**src/rtl/riscv_dmi_arbiter.sv**
```systemverilog
// riscv_dmi_arbiter: N:1 DMI arbiter sharing one riscv_dm request/response port.
// Round-robin request grant, a registered request slot toward the DM, and an
// in-order tag FIFO that returns each DM response to its issuing channel.
// Optional response timeout: define RISCV_DMI_ARB_TIMEOUT_EN to enable it.
module riscv_dmi_arbiter #(
    parameter int unsigned NUM_CHANNELS    = 2,
    parameter int unsigned MAX_OUTSTANDING = 2,
    parameter int unsigned ADDR_WIDTH      = 7,
    parameter int unsigned DATA_WIDTH      = 32,
    parameter int unsigned OP_WIDTH        = 2,
    parameter int unsigned TIMEOUT_CYCLES  = 1024
) (
    input  logic                                     clk_i,
    input  logic                                     rst_i,
    input  logic [NUM_CHANNELS-1:0]                  ch_req_valid_i,
    output logic [NUM_CHANNELS-1:0]                  ch_req_ready_o,
    input  logic [NUM_CHANNELS-1:0][ADDR_WIDTH-1:0]  ch_req_addr_i,
    input  logic [NUM_CHANNELS-1:0][DATA_WIDTH-1:0]  ch_req_data_i,
    input  logic [NUM_CHANNELS-1:0][OP_WIDTH-1:0]    ch_req_op_i,
    output logic [NUM_CHANNELS-1:0]                  ch_resp_valid_o,
    input  logic [NUM_CHANNELS-1:0]                  ch_resp_ready_i,
    output logic [NUM_CHANNELS-1:0][DATA_WIDTH-1:0]  ch_resp_data_o,
    output logic [NUM_CHANNELS-1:0][OP_WIDTH-1:0]    ch_resp_op_o,
    output logic                                     dm_req_valid_o,
    input  logic                                     dm_req_ready_i,
    output logic [ADDR_WIDTH-1:0]                    dm_req_addr_o,
    output logic [DATA_WIDTH-1:0]                    dm_req_data_o,
    output logic [OP_WIDTH-1:0]                      dm_req_op_o,
    input  logic                                     dm_resp_valid_i,
    output logic                                     dm_resp_ready_o,
    input  logic [DATA_WIDTH-1:0]                    dm_resp_data_i,
    input  logic [OP_WIDTH-1:0]                      dm_resp_op_i,
    output logic                                     spurious_o
);

    localparam int unsigned CH_W  = (NUM_CHANNELS > 1) ? $clog2(NUM_CHANNELS) : 1;
    localparam int unsigned PTR_W = (MAX_OUTSTANDING > 1) ? $clog2(MAX_OUTSTANDING) : 1;
    localparam int unsigned CNT_W = $clog2(MAX_OUTSTANDING + 1);
    localparam logic [OP_WIDTH-1:0] OP_FAILED = OP_WIDTH'(2);

    if (NUM_CHANNELS < 1 || MAX_OUTSTANDING < 1 || TIMEOUT_CYCLES < 1) begin : g_param_check
        $error("riscv_dmi_arbiter: invalid parameter value");
    end

    logic                  slot_valid;
    logic [ADDR_WIDTH-1:0] slot_addr;
    logic [DATA_WIDTH-1:0] slot_data;
    logic [OP_WIDTH-1:0]   slot_op;

    logic [CH_W-1:0]       rr_ptr;
    logic [CH_W-1:0]       grant;
    logic                  grant_valid;

    logic [CH_W-1:0]       tag_mem [MAX_OUTSTANDING];
    logic [PTR_W-1:0]      wr_ptr;
    logic [PTR_W-1:0]      rd_ptr;
    logic [CNT_W-1:0]      count;
    logic [CNT_W-1:0]      drop_count;
    logic [CNT_W:0]        occ_sum;
    logic                  fifo_empty;
    logic [CH_W-1:0]       head;

    logic                  can_accept;
    logic                  req_fire;
    logic                  resp_pop;
    logic                  synth_active;
    logic                  spurious_hit;
    logic                  spurious_q;
    logic [DATA_WIDTH-1:0] resp_data;
    logic [OP_WIDTH-1:0]   resp_op;

    assign fifo_empty = (count == '0);
    assign head       = tag_mem[rd_ptr];
    assign occ_sum    = {1'b0, count} + {1'b0, drop_count};

    // Round-robin search for the first valid channel starting at rr_ptr.
    always_comb begin
        int unsigned idx;
        grant_valid = 1'b0;
        grant       = '0;
        idx         = 0;
        for (int unsigned i = 0; i < NUM_CHANNELS; i++) begin
            idx = 32'(rr_ptr) + i;
            if (idx >= NUM_CHANNELS) idx = idx - NUM_CHANNELS;
            if (!grant_valid && ch_req_valid_i[CH_W'(idx)]) begin
                grant_valid = 1'b1;
                grant       = CH_W'(idx);
            end
        end
    end

    // Occupancy is taken before any same-cycle pop, so a pop never frees space early.
    assign can_accept = !rst_i && (!slot_valid || dm_req_ready_i) &&
                        (occ_sum < (CNT_W + 1)'(MAX_OUTSTANDING));
    assign req_fire   = grant_valid && can_accept;

    // Only the granted channel sees ready.
    always_comb begin
        ch_req_ready_o = '0;
        if (grant_valid) ch_req_ready_o[grant] = can_accept;
    end

    // Response routing: synthetic failure, drop of late responses, spurious discard, or normal route.
    always_comb begin
        ch_resp_valid_o = '0;
        dm_resp_ready_o = 1'b0;
        resp_data       = dm_resp_data_i;
        resp_op         = dm_resp_op_i;
        spurious_hit    = 1'b0;
        if (synth_active) begin
            ch_resp_valid_o[head] = !rst_i;
            resp_data             = '0;
            resp_op               = OP_FAILED;
        end else if (drop_count != '0) begin
            dm_resp_ready_o = 1'b1;
        end else if (fifo_empty) begin
            dm_resp_ready_o = 1'b1;
            spurious_hit    = dm_resp_valid_i;
        end else begin
            ch_resp_valid_o[head] = dm_resp_valid_i && !rst_i;
            dm_resp_ready_o       = ch_resp_ready_i[head];
        end
    end

    assign resp_pop       = |(ch_resp_valid_o & ch_resp_ready_i);
    assign ch_resp_data_o = {NUM_CHANNELS{resp_data}};
    assign ch_resp_op_o   = {NUM_CHANNELS{resp_op}};

    // Request slot: load on a channel handshake, empty when the DM takes it.
    always_ff @(posedge clk_i) begin
        if (rst_i) begin
            slot_valid <= 1'b0;
            slot_addr  <= '0;
            slot_data  <= '0;
            slot_op    <= '0;
        end else if (req_fire) begin
            slot_valid <= 1'b1;
            slot_addr  <= ch_req_addr_i[grant];
            slot_data  <= ch_req_data_i[grant];
            slot_op    <= ch_req_op_i[grant];
        end else if (dm_req_ready_i) begin
            slot_valid <= 1'b0;
        end
    end

    assign dm_req_valid_o = slot_valid;
    assign dm_req_addr_o  = slot_addr;
    assign dm_req_data_o  = slot_data;
    assign dm_req_op_o    = slot_op;

    // Round-robin pointer moves past the winner on each handshake.
    always_ff @(posedge clk_i) begin
        if (rst_i) begin
            rr_ptr <= '0;
        end else if (req_fire) begin
            rr_ptr <= (grant == CH_W'(NUM_CHANNELS - 1)) ? '0 : grant + 1'b1;
        end
    end

    // Tag FIFO pointers and occupancy.
    always_ff @(posedge clk_i) begin
        if (rst_i) begin
            wr_ptr <= '0;
            rd_ptr <= '0;
            count  <= '0;
        end else begin
            if (req_fire) wr_ptr <= (wr_ptr == PTR_W'(MAX_OUTSTANDING - 1)) ? '0 : wr_ptr + 1'b1;
            if (resp_pop) rd_ptr <= (rd_ptr == PTR_W'(MAX_OUTSTANDING - 1)) ? '0 : rd_ptr + 1'b1;
            case ({req_fire, resp_pop})
                2'b10:   count <= count + 1'b1;
                2'b01:   count <= count - 1'b1;
                default: count <= count;
            endcase
        end
    end

    // Tag storage; contents are don't-care while the FIFO is empty.
    always_ff @(posedge clk_i) begin
        if (req_fire) tag_mem[wr_ptr] <= grant;
    end

    // Sticky flag for a DM response that nobody asked for.
    always_ff @(posedge clk_i) begin
        if (rst_i) spurious_q <= 1'b0;
        else if (spurious_hit) spurious_q <= 1'b1;
    end

    assign spurious_o = spurious_q;

`ifdef RISCV_DMI_ARB_TIMEOUT_EN
    localparam int unsigned TMR_W = $clog2(TIMEOUT_CYCLES + 1);

    logic [TMR_W-1:0] timer;
    logic             drop_consume;

    assign synth_active = !fifo_empty && (timer == TMR_W'(TIMEOUT_CYCLES));
    assign drop_consume = (drop_count != '0) && !synth_active && dm_resp_valid_i;

    // Age of the head request; holds at the limit while the synthetic response waits.
    always_ff @(posedge clk_i) begin
        if (rst_i || fifo_empty || resp_pop) timer <= '0;
        else if (!synth_active) timer <= timer + 1'b1;
    end

    // Late DM responses owed for requests already answered synthetically.
    always_ff @(posedge clk_i) begin
        if (rst_i) drop_count <= '0;
        else if (synth_active && resp_pop) drop_count <= drop_count + 1'b1;
        else if (drop_consume) drop_count <= drop_count - 1'b1;
    end
`else
    assign synth_active = 1'b0;
    assign drop_count   = '0;
`endif

endmodule

```
**config.mk**
```make
export PLATFORM = sky130hd
export DESIGN_NAME = riscv_dmi_arbiter
export DESIGN_NICKNAME = d
export VERILOG_FILES = /design/src/rtl/riscv_dmi_arbiter.sv
export SDC_FILE = /design/constraint.sdc
export NUM_CORES = 1
export LEC_CHECK = 0
export CORE_MARGIN = 2
export CORE_UTILIZATION = 32
export DETAILED_ROUTE_END_ITERATION = 16
export PLACE_DENSITY = 0.88
export SLEW_MARGIN = 20
export SYNTH_ARGS = -nofsm -noshare
export SYNTH_HDL_FRONTEND = slang
export SYNTH_SLANG_ARGS = --single-unit
```
**constraint.sdc**
```tcl
create_clock -name clk_i -period 2.5 [get_ports clk_i]
set_input_delay 0.625 -clock clk_i [delete_from_list [all_inputs] [get_ports clk_i]]
set_output_delay 0.625 -clock clk_i [all_outputs]
set_load 0.02 [all_outputs]
```
# After elaboration in Yosys (flattened, before gate mapping)
# Memories as Yosys holds them, arrays and structs flattened. A register that Yosys moved wholly into a read port is not among the register bits.
# Index checks and enable logic that the tools add are counted.
# Widths: inputs -> output; s select.
# word_totals
reg_bits	48
ramBits	2
input_bits	124
out_inout_bits	116
wordCells	83
memories	1
# memory_table
memory	depth	width	read_ports	rd_ports_with_merged_regs	wr	line	source
tag_mem	2	1	1	1	1	54	logic [CH_W-1:0] tag_mem [MAX_OUTSTANDING];
# classes
n_addsub	8
order_cmp	9
eq_ne	2
mux	36
bitwise	3
reduce_logical	15
# op_table
cell	count
$mux 32	2
$mux 1	25
$mux 7	2
$lt 1x2->1 const B	4
$mux 2	4
$logic_and 1x1->1	7
$and 2x2->2	3
$pmux 2 s2	1
$reduce_bool 2->1	2
$add 1x1->1 const B	3
$logic_not 1->1	3
$add 1x1->2 const B	1
$add 2x1->2 const B	1
$demux 1 s1	2
$eq 2x1->1 const B	1
$eq 2x2->1 const B	1
$ge 1x1->1 const B	2
$ge 1x2->1 const B	1
$ge 2x2->1 const B	1
$logic_not 2->1	1
$lt 2x2->1 const B	1
$reduce_or 2->1	1
$sub 1x1->1 const B	2
$sub 2x1->2 const B	1
$logic_or 1x1->1	1

# Longest topological paths before layout
# Gate-level depths: netlist of run 1.
# logic_depth
word_depth	14
depth_mapped	8
depth_no_buf	7

# Worst setup path before layout of run 1
# No wires, ideal clock.
# synth_path
path_kind	input to output
start	in rst_i
end	out ch_req_ready_o[1]
arrival_ns	1.620
t_required_ns	1.875
path_slack_ns	0.255
path_stages	5
path_buffers	2
path_cell_list	clkbuf_1 nor3_2 buf_2 inv_1 nor2_1
# synth_between
elab_chain_cells	5
# synth_rtl
item	line	source
from (decl)	14	input logic rst_i,
$logic_not 1->1	93	assign can_accept = !rst_i && (!slot_valid || dm_req_ready_i) &&
$logic_and 1x1->1 (2 in a row)	93	
$and 2x2->2 (no line)	n/a	
$mux 2	100	if (grant_valid) ch_req_ready_o[grant] = can_accept;
to (decl)	16	output logic [NUM_CHANNELS-1:0] ch_req_ready_o,
# No other way between the ends.

# Worst setup path in the final report of run 1
# layout_path
start	in dm_resp_valid_i
end	out ch_resp_valid_o[0]
# layout_between
elab_chain_cells	3
# layout_rtl
item	line	source
from (decl)	29	input logic dm_resp_valid_i,
$logic_and 1x1->1	120	ch_resp_valid_o[head] = dm_resp_valid_i && !rst_i;
$and 2x2->2 (no line)	n/a	
$mux 2	116	end else if (fifo_empty) begin
to (decl)	20	output logic [NUM_CHANNELS-1:0] ch_resp_valid_o,
# No other way between the ends.

==> metrics, run 1 <==
EDFF count, synth=2; synthesis warning total=0; Compound-Gate Fraction of Synth Area=0.1505; largest family of logic cells by synthesized area=buffers and inverters; PwrDens=576.9 nW/um2; sequential element share of the synthesized area=0.3854; Seq cells post-synth=51; commonest non-fill, non-tap cell in the layout=clkdlybuf4s50_1; DR vias=2,502; setup skew after layout=0.009308 ns; Tmin final=2.474 ns; first-pass GRT wire length=11,250 um; upper clock frequency limit=0.4042 GHz; Core ar.=8217 um2; num rows=33; adder-cell share of the synthesized area=0.004632; Slew Limit Headroom=0.5894; Chip Width=95.88 um; Post-layout nets=533; Final setup viols=0; # DRC=0; clk_lat worst skew=0.29 ns; largest net degree at the start of global routing=86; setup TNS=0 ns; Inserted Diodes=0; worst slew pin tran=0.6159 ns; status=finished, final reports clean; total track usage=0.1555; DPL Wire Length=5773 um; starting density of the core=0.3288; CP Launch Type=input port; initial antenna violation count=0; proportion of synthesized area in mux cells=0.007411; Overflow after GRT=0; Hold Fails Final Rpt=0; routability cong.=0.7478; footprint of the multi-input gates=1050 um2; post-layout instance area=3776 um2; synthesized area=2701 um2; Hold-fix buffers, CTS=0; vias per cell=4.868; root buffer cell=clkbuf_8; Initial DRT Pass Iterations=4; DP Area=3676 um2; worst hold path type=reg -> reg; Yosys cell types=25; Syn Nets=469; Post-Synth Simple-Gate Area=0.2131; DRT iter0 DRCs=70; Worst EP arrival=1.85 ns; area grow syn2layout=39.79%; IO Count=240; WL/cell=14.90 um; worst-path fanout max=3; asr flop ratio synth=0; remaining antenna violation count=0; Seq. cell area=1041 um2; Avg Inst Size Synth=7.853 um2; peak supply drop=0.0002260 V; Final period util=0.9896; H-Tree Level Count=2; clk buf depth=2; final WL=7660 um; WS Path Type=in -> out; PortBufs=137; cells after synthesis=344; CTS tree=yes; RSZ-0062 raised after global routing=yes; clk slew on worst S/H paths=0.08 ns; post-CTS setup buffers=0; Die Y=95.88 um; most frequent cells in the layout=clkdlybuf4s50_1 (131), nand2_1 (83), nor2_1 (50); Post-Synth XOR/XNOR Area=0.009727; layout cells sized above 1=0.06846; Main synth FF type=dfxtp_1; Req. time, crit path=1.88 ns; Fillers=810; full die area=9193 um2; number of global-route vias before repair=2,377; Final Max Slew Viols=0; crit end category=primary output; Pleak=1.427 nW; number of max-cap violations=0; CTS Buf Count=5; CTS Sinks=51
synthesized netlist by cell type, types with 2 or more instances:
master	instances	area share
edfxtp_1	2	0.022
buf_4	69	0.19
xnor2_1	2	0.0065
a21oi_1	5	0.0093
nand2b_1	2	0.0046
nand2_1	83	0.12
o21ai_0	3	0.0056
nor2_1	51	0.071
dfxtp_1	49	0.36
or3_1	2	0.0046
a311oi_1	41	0.13
clkbuf_1	13	0.018
buf_2	9	0.017
mux2i_1	2	0.0074
power by group:
group	switching, mW	internal, mW
registers	0.0457	0.901
clock network	0.263	0.293
logic	0.325	0.350
flip-flops by register name, indices dropped and copies added (netlist names), named ones only:
register	cells
spurious_o	1
tag_mem	2
dm_req_data_o	32
rd_ptr	1
dm_req_addr_o	7
rr_ptr	1
dm_req_op_o	2
count	2
dm_req_valid_o	1
wr_ptr	1
final timing paths:
check / slack, ns / startpoint / depth (start not counted) / endpoint
max: 0.03 / dm_resp_valid_i / 4 / ch_resp_valid_o[0]
min: 0.49 / spurious_o / 2 / spurious_o
max reg2reg: 0.51 / count[0] / 7 / count[1]
min reg2reg: 0.49 / spurious_o / 2 / spurious_o
timing repair:
item                       in CTS  in global routing
resized for setup              16                  6
pin swaps                       0                  0
setup endpoints to repair       5                  5
gates cloned                    0                  0
layer usage:
layer  track usage  share of wire  up-vias
li1              -              -     1216
met1        0.1600           0.37     1165
met2        0.3054           0.54      107
met3       0.04072          0.073       14
met4       0.04405          0.016        0
met5             0              0        -
worst max-delay path: stages:
cell	delay (ns)
clkdlybuf4s50_1	0.48
or3b_4	0.39
and2b_2	0.22
buf_4	0.13
layout make-up:
class | count | area share
clock buffer | 5 | 0.01822
clock inverter | 3 | 0.01027
inverter | 2 | 0.001988
multi-input combinational | 200 | 0.2780
sequential | 51 | 0.2757
tap | 105 | 0.03479
timing repair buffer | 148 | 0.3810
per-stage QoR:
step	util	hold WS [ns]	total power, mW	worst slack (ns)	cells
floorplan	-	0.4635	1.445	0.2553	344
global placement	0.4474	0.4621	1.624	-0.4077	506
detailed placement	0.4474	0.4754	1.647	-0.4324	506
CTS	0.4587	0.4969	2.216	0.007344	514
global route	0.4596	0.5205	2.295	-0.04687	514
finish	0.4596	0.4895	2.178	0.02596	514
logic make-up (layout without fill, tap and decap cells):
logic type / Yosys count / after routing
mux: 2 / 2
xor+xnor: 3 / 3
buf+inv: 93 / 158
fa+ha+maj: 1 / 1
simple gates: 144 / 144
flops: 51 / 51
compound gates: 50 / 50
(Power assumes the default switching activity.)
==> run 2, diff against run 1 <==
--- a/config.mk
+++ b/config.mk
@@ -9,6 +9,7 @@
 export CORE_UTILIZATION = 32
 export DETAILED_ROUTE_END_ITERATION = 16
 export PLACE_DENSITY = 0.88
+export SKIP_LAST_GASP = 1
 export SLEW_MARGIN = 20
 export SYNTH_ARGS = -nofsm -noshare
 export SYNTH_HDL_FRONTEND = slang
==> metrics, run 2 (same netlist as run 1, synthesis figures left out) <==
status=finished, final reports clean; Inserted Diodes=0 (unchanged); setup skew after layout=0.009308 ns (unchanged); Hold Crit Depth=2 (unchanged); Final setup viols=0 (unchanged); register share of total power=0.435 (about the same); non-filler cells, final=514 (unchanged); # DRC=0 (unchanged); CP max stage delay=0.48 ns (about the same); Post-layout nets=533 (unchanged); WS Path Type=in -> out; layout cells sized above 1=0.06846 (unchanged); vias per cell=4.866 (about the same); end of the worst register-to-register path=count[1]; clk_lat worst skew=0.29 ns (about the same); Initial DRT Pass Iterations=4 (unchanged); number of flip-flops under the largest register name=32 (unchanged); final WL=7659 um (about the same); root buffer cell=clkbuf_8; Gate power share=0.310 (about the same); RSZ-0062 raised after global routing=yes; worst reg2reg startpoint=count[0]; P_sw=0.6336 mW (about the same); routability cong.=0.7478 (unchanged); largest net degree at the start of global routing=86 (unchanged); Placed Instances=506 (unchanged); worst hold start=spurious_o; remaining antenna violation count=0 (unchanged); DP Area=3676 um2 (unchanged); Net Sw Frac=0.2910 (about the same); clk buf depth=2 (unchanged); PortBufs=137 (unchanged); Fillers=811 (+0.12%); Req. time, crit path=1.88 ns (about the same); total track usage=0.1555 (unchanged); initial antenna violation count=0 (unchanged); WL/cell=14.90 um (about the same); number of global-route vias before repair=2,377 (unchanged); setup TNS=0 ns (unchanged); H-Tree Level Count=2 (unchanged); Seq. cell area=1041 um2 (unchanged); worst-path fanout max=3 (unchanged); DR vias=2,501 (-0.040%); worst hold path type=reg -> reg; Overflow after GRT=0 (unchanged); PwrDens=577.0 nW/um2 (about the same); Final Max Slew Viols=0 (unchanged); post-CTS setup buffers=0 (unchanged); IO Count=240 (unchanged); dpl ws=-0.4324 ns (unchanged); CTS Buf Count=5 (unchanged); crit end category=primary output; first-pass GRT wire length=11,250 um (unchanged); full die area=9193 um2 (unchanged); footprint of the multi-input gates=1050 um2 (unchanged); num rows=33 (unchanged); Pleak=1.427 nW (about the same); r2r setup slk=0.51 ns (about the same); DRT iter0 DRCs=67 (-4.3%); clock share of power=0.255 (about the same); Final period util=0.9896 (unchanged); area grow syn2layout=39.69% (about the same); cell-internal power=1.544 mW (about the same); CTS Sinks=51 (unchanged); peak supply drop=0.0002261 V (about the same); FF-to-FF path depth=7 (unchanged); Slew Limit Headroom=0.5893 (about the same); number of max-cap violations=0 (unchanged); setup ws final=0.02596 ns (unchanged); Worst EP arrival=1.85 ns (about the same); Hold Path End=spurious_o; DPL Wire Length=5773 um (unchanged); commonest non-fill, non-tap cell in the layout=clkdlybuf4s50_1; starting density of the core=0.3288 (unchanged); Chip Width=95.88 um (unchanged); most frequent cells in the layout=clkdlybuf4s50_1 (131), nand2_1 (83), nor2_1 (50); delay-heaviest family, CP=buffers and inverters; post-layout instance area=3774 um2 (about the same); Core ar.=8217 um2 (unchanged); Hold Fails Final Rpt=0 (unchanged); Slowest-stage cell, CP=clkdlybuf4s50_1; worst slew pin tran=0.6161 ns (+0.0002047 ns); Tmin final=2.474 ns (unchanged); Die Y=95.88 um (unchanged); CP Launch Type=input port; clk slew on worst S/H paths=0.08 ns (about the same); crit path buf inv count=2 (unchanged); CP Cell Sequence=clkdlybuf4s50_1 > or3b_4 > and2b_2 > buf_4; CTS tree=yes; upper clock frequency limit=0.4042 GHz (unchanged)
[run 2: cell counts in the layout (fill, tap and decap cells not counted)]
No cell type changed its count.
[run 2: area by class of cell]
type / instances / share of cell area
sequential: 51 / 0.2759
timing repair buffer: 148 / 0.3806
clock inverter: 3 / 0.01028
inverter: 2 / 0.001989
tap: 105 / 0.03481
clock buffer: 5 / 0.01824
multi-input combinational: 200 / 0.2782
[run 2: power groups by stage]
stage | Combinational [mW] | Sequential (mW) | Clock, mW
after detailed placement | 0.681 | 0.966 | 0
after global routing | 0.731 | 0.957 | 0.606
after global placement | 0.663 | 0.961 | 0
final | 0.674 | 0.947 | 0.556
after floorplan | 0.397 | 1.05 | 0
after CTS | 0.678 | 0.948 | 0.590
[run 2: routing by layer]
layer,vias up,part of all wire,global-route usage
met5,-,0,0
met1,1164,0.38,0.1600
met2,107,0.54,0.3054
met3,14,0.073,0.04072
met4,0,0.016,0.04405
li1,1216,-,-
[run 2: what timing repair did]
item,4_1_cts,5_1_grt
hold buffers,0,0
endpoints found under the setup margin,5,5
resized for setup,16,5
[run 2: worst reg2reg max path, stage by stage, from the launching register on]
cell     delay [ns]
dfxtp_1        0.42
nor2_1         0.10
or3b_4         0.39
buf_4          0.15
nor2_1         0.10
ha_1           0.24
or3_1          0.37
a21oi_1        0.14
[run 2: how the worst max path moves through the flow]
stage	from	to	slack (ns)	cells past startpoint
5_1_grt	ch_req_valid_i[0]	ch_req_ready_o[1]	-0.05	6
2_1_floorplan	rst_i	ch_req_ready_o[1]	0.26	5
4_1_cts	dm_resp_valid_i	ch_resp_valid_o[0]	0.007	4
3_5_place_dp	dm_resp_valid_i	ch_resp_valid_o[0]	-0.43	4
3_3_place_gp	dm_resp_valid_i	ch_resp_valid_o[0]	-0.41	4
6_report	dm_resp_valid_i	ch_resp_valid_o[0]	0.03	4
[run 2: metrics by stage]
stage | hold WS, ns | power (mW) | utilization
after CTS | 0.4969 | 2.216 | 0.4587
final | 0.4895 | 2.177 | 0.4593
after detailed placement | 0.4754 | 1.647 | 0.4474
after global placement | 0.4621 | 1.624 | 0.4474
after floorplan | 0.4635 | 1.445 | -
after global routing | 0.5205 | 2.294 | 0.4593
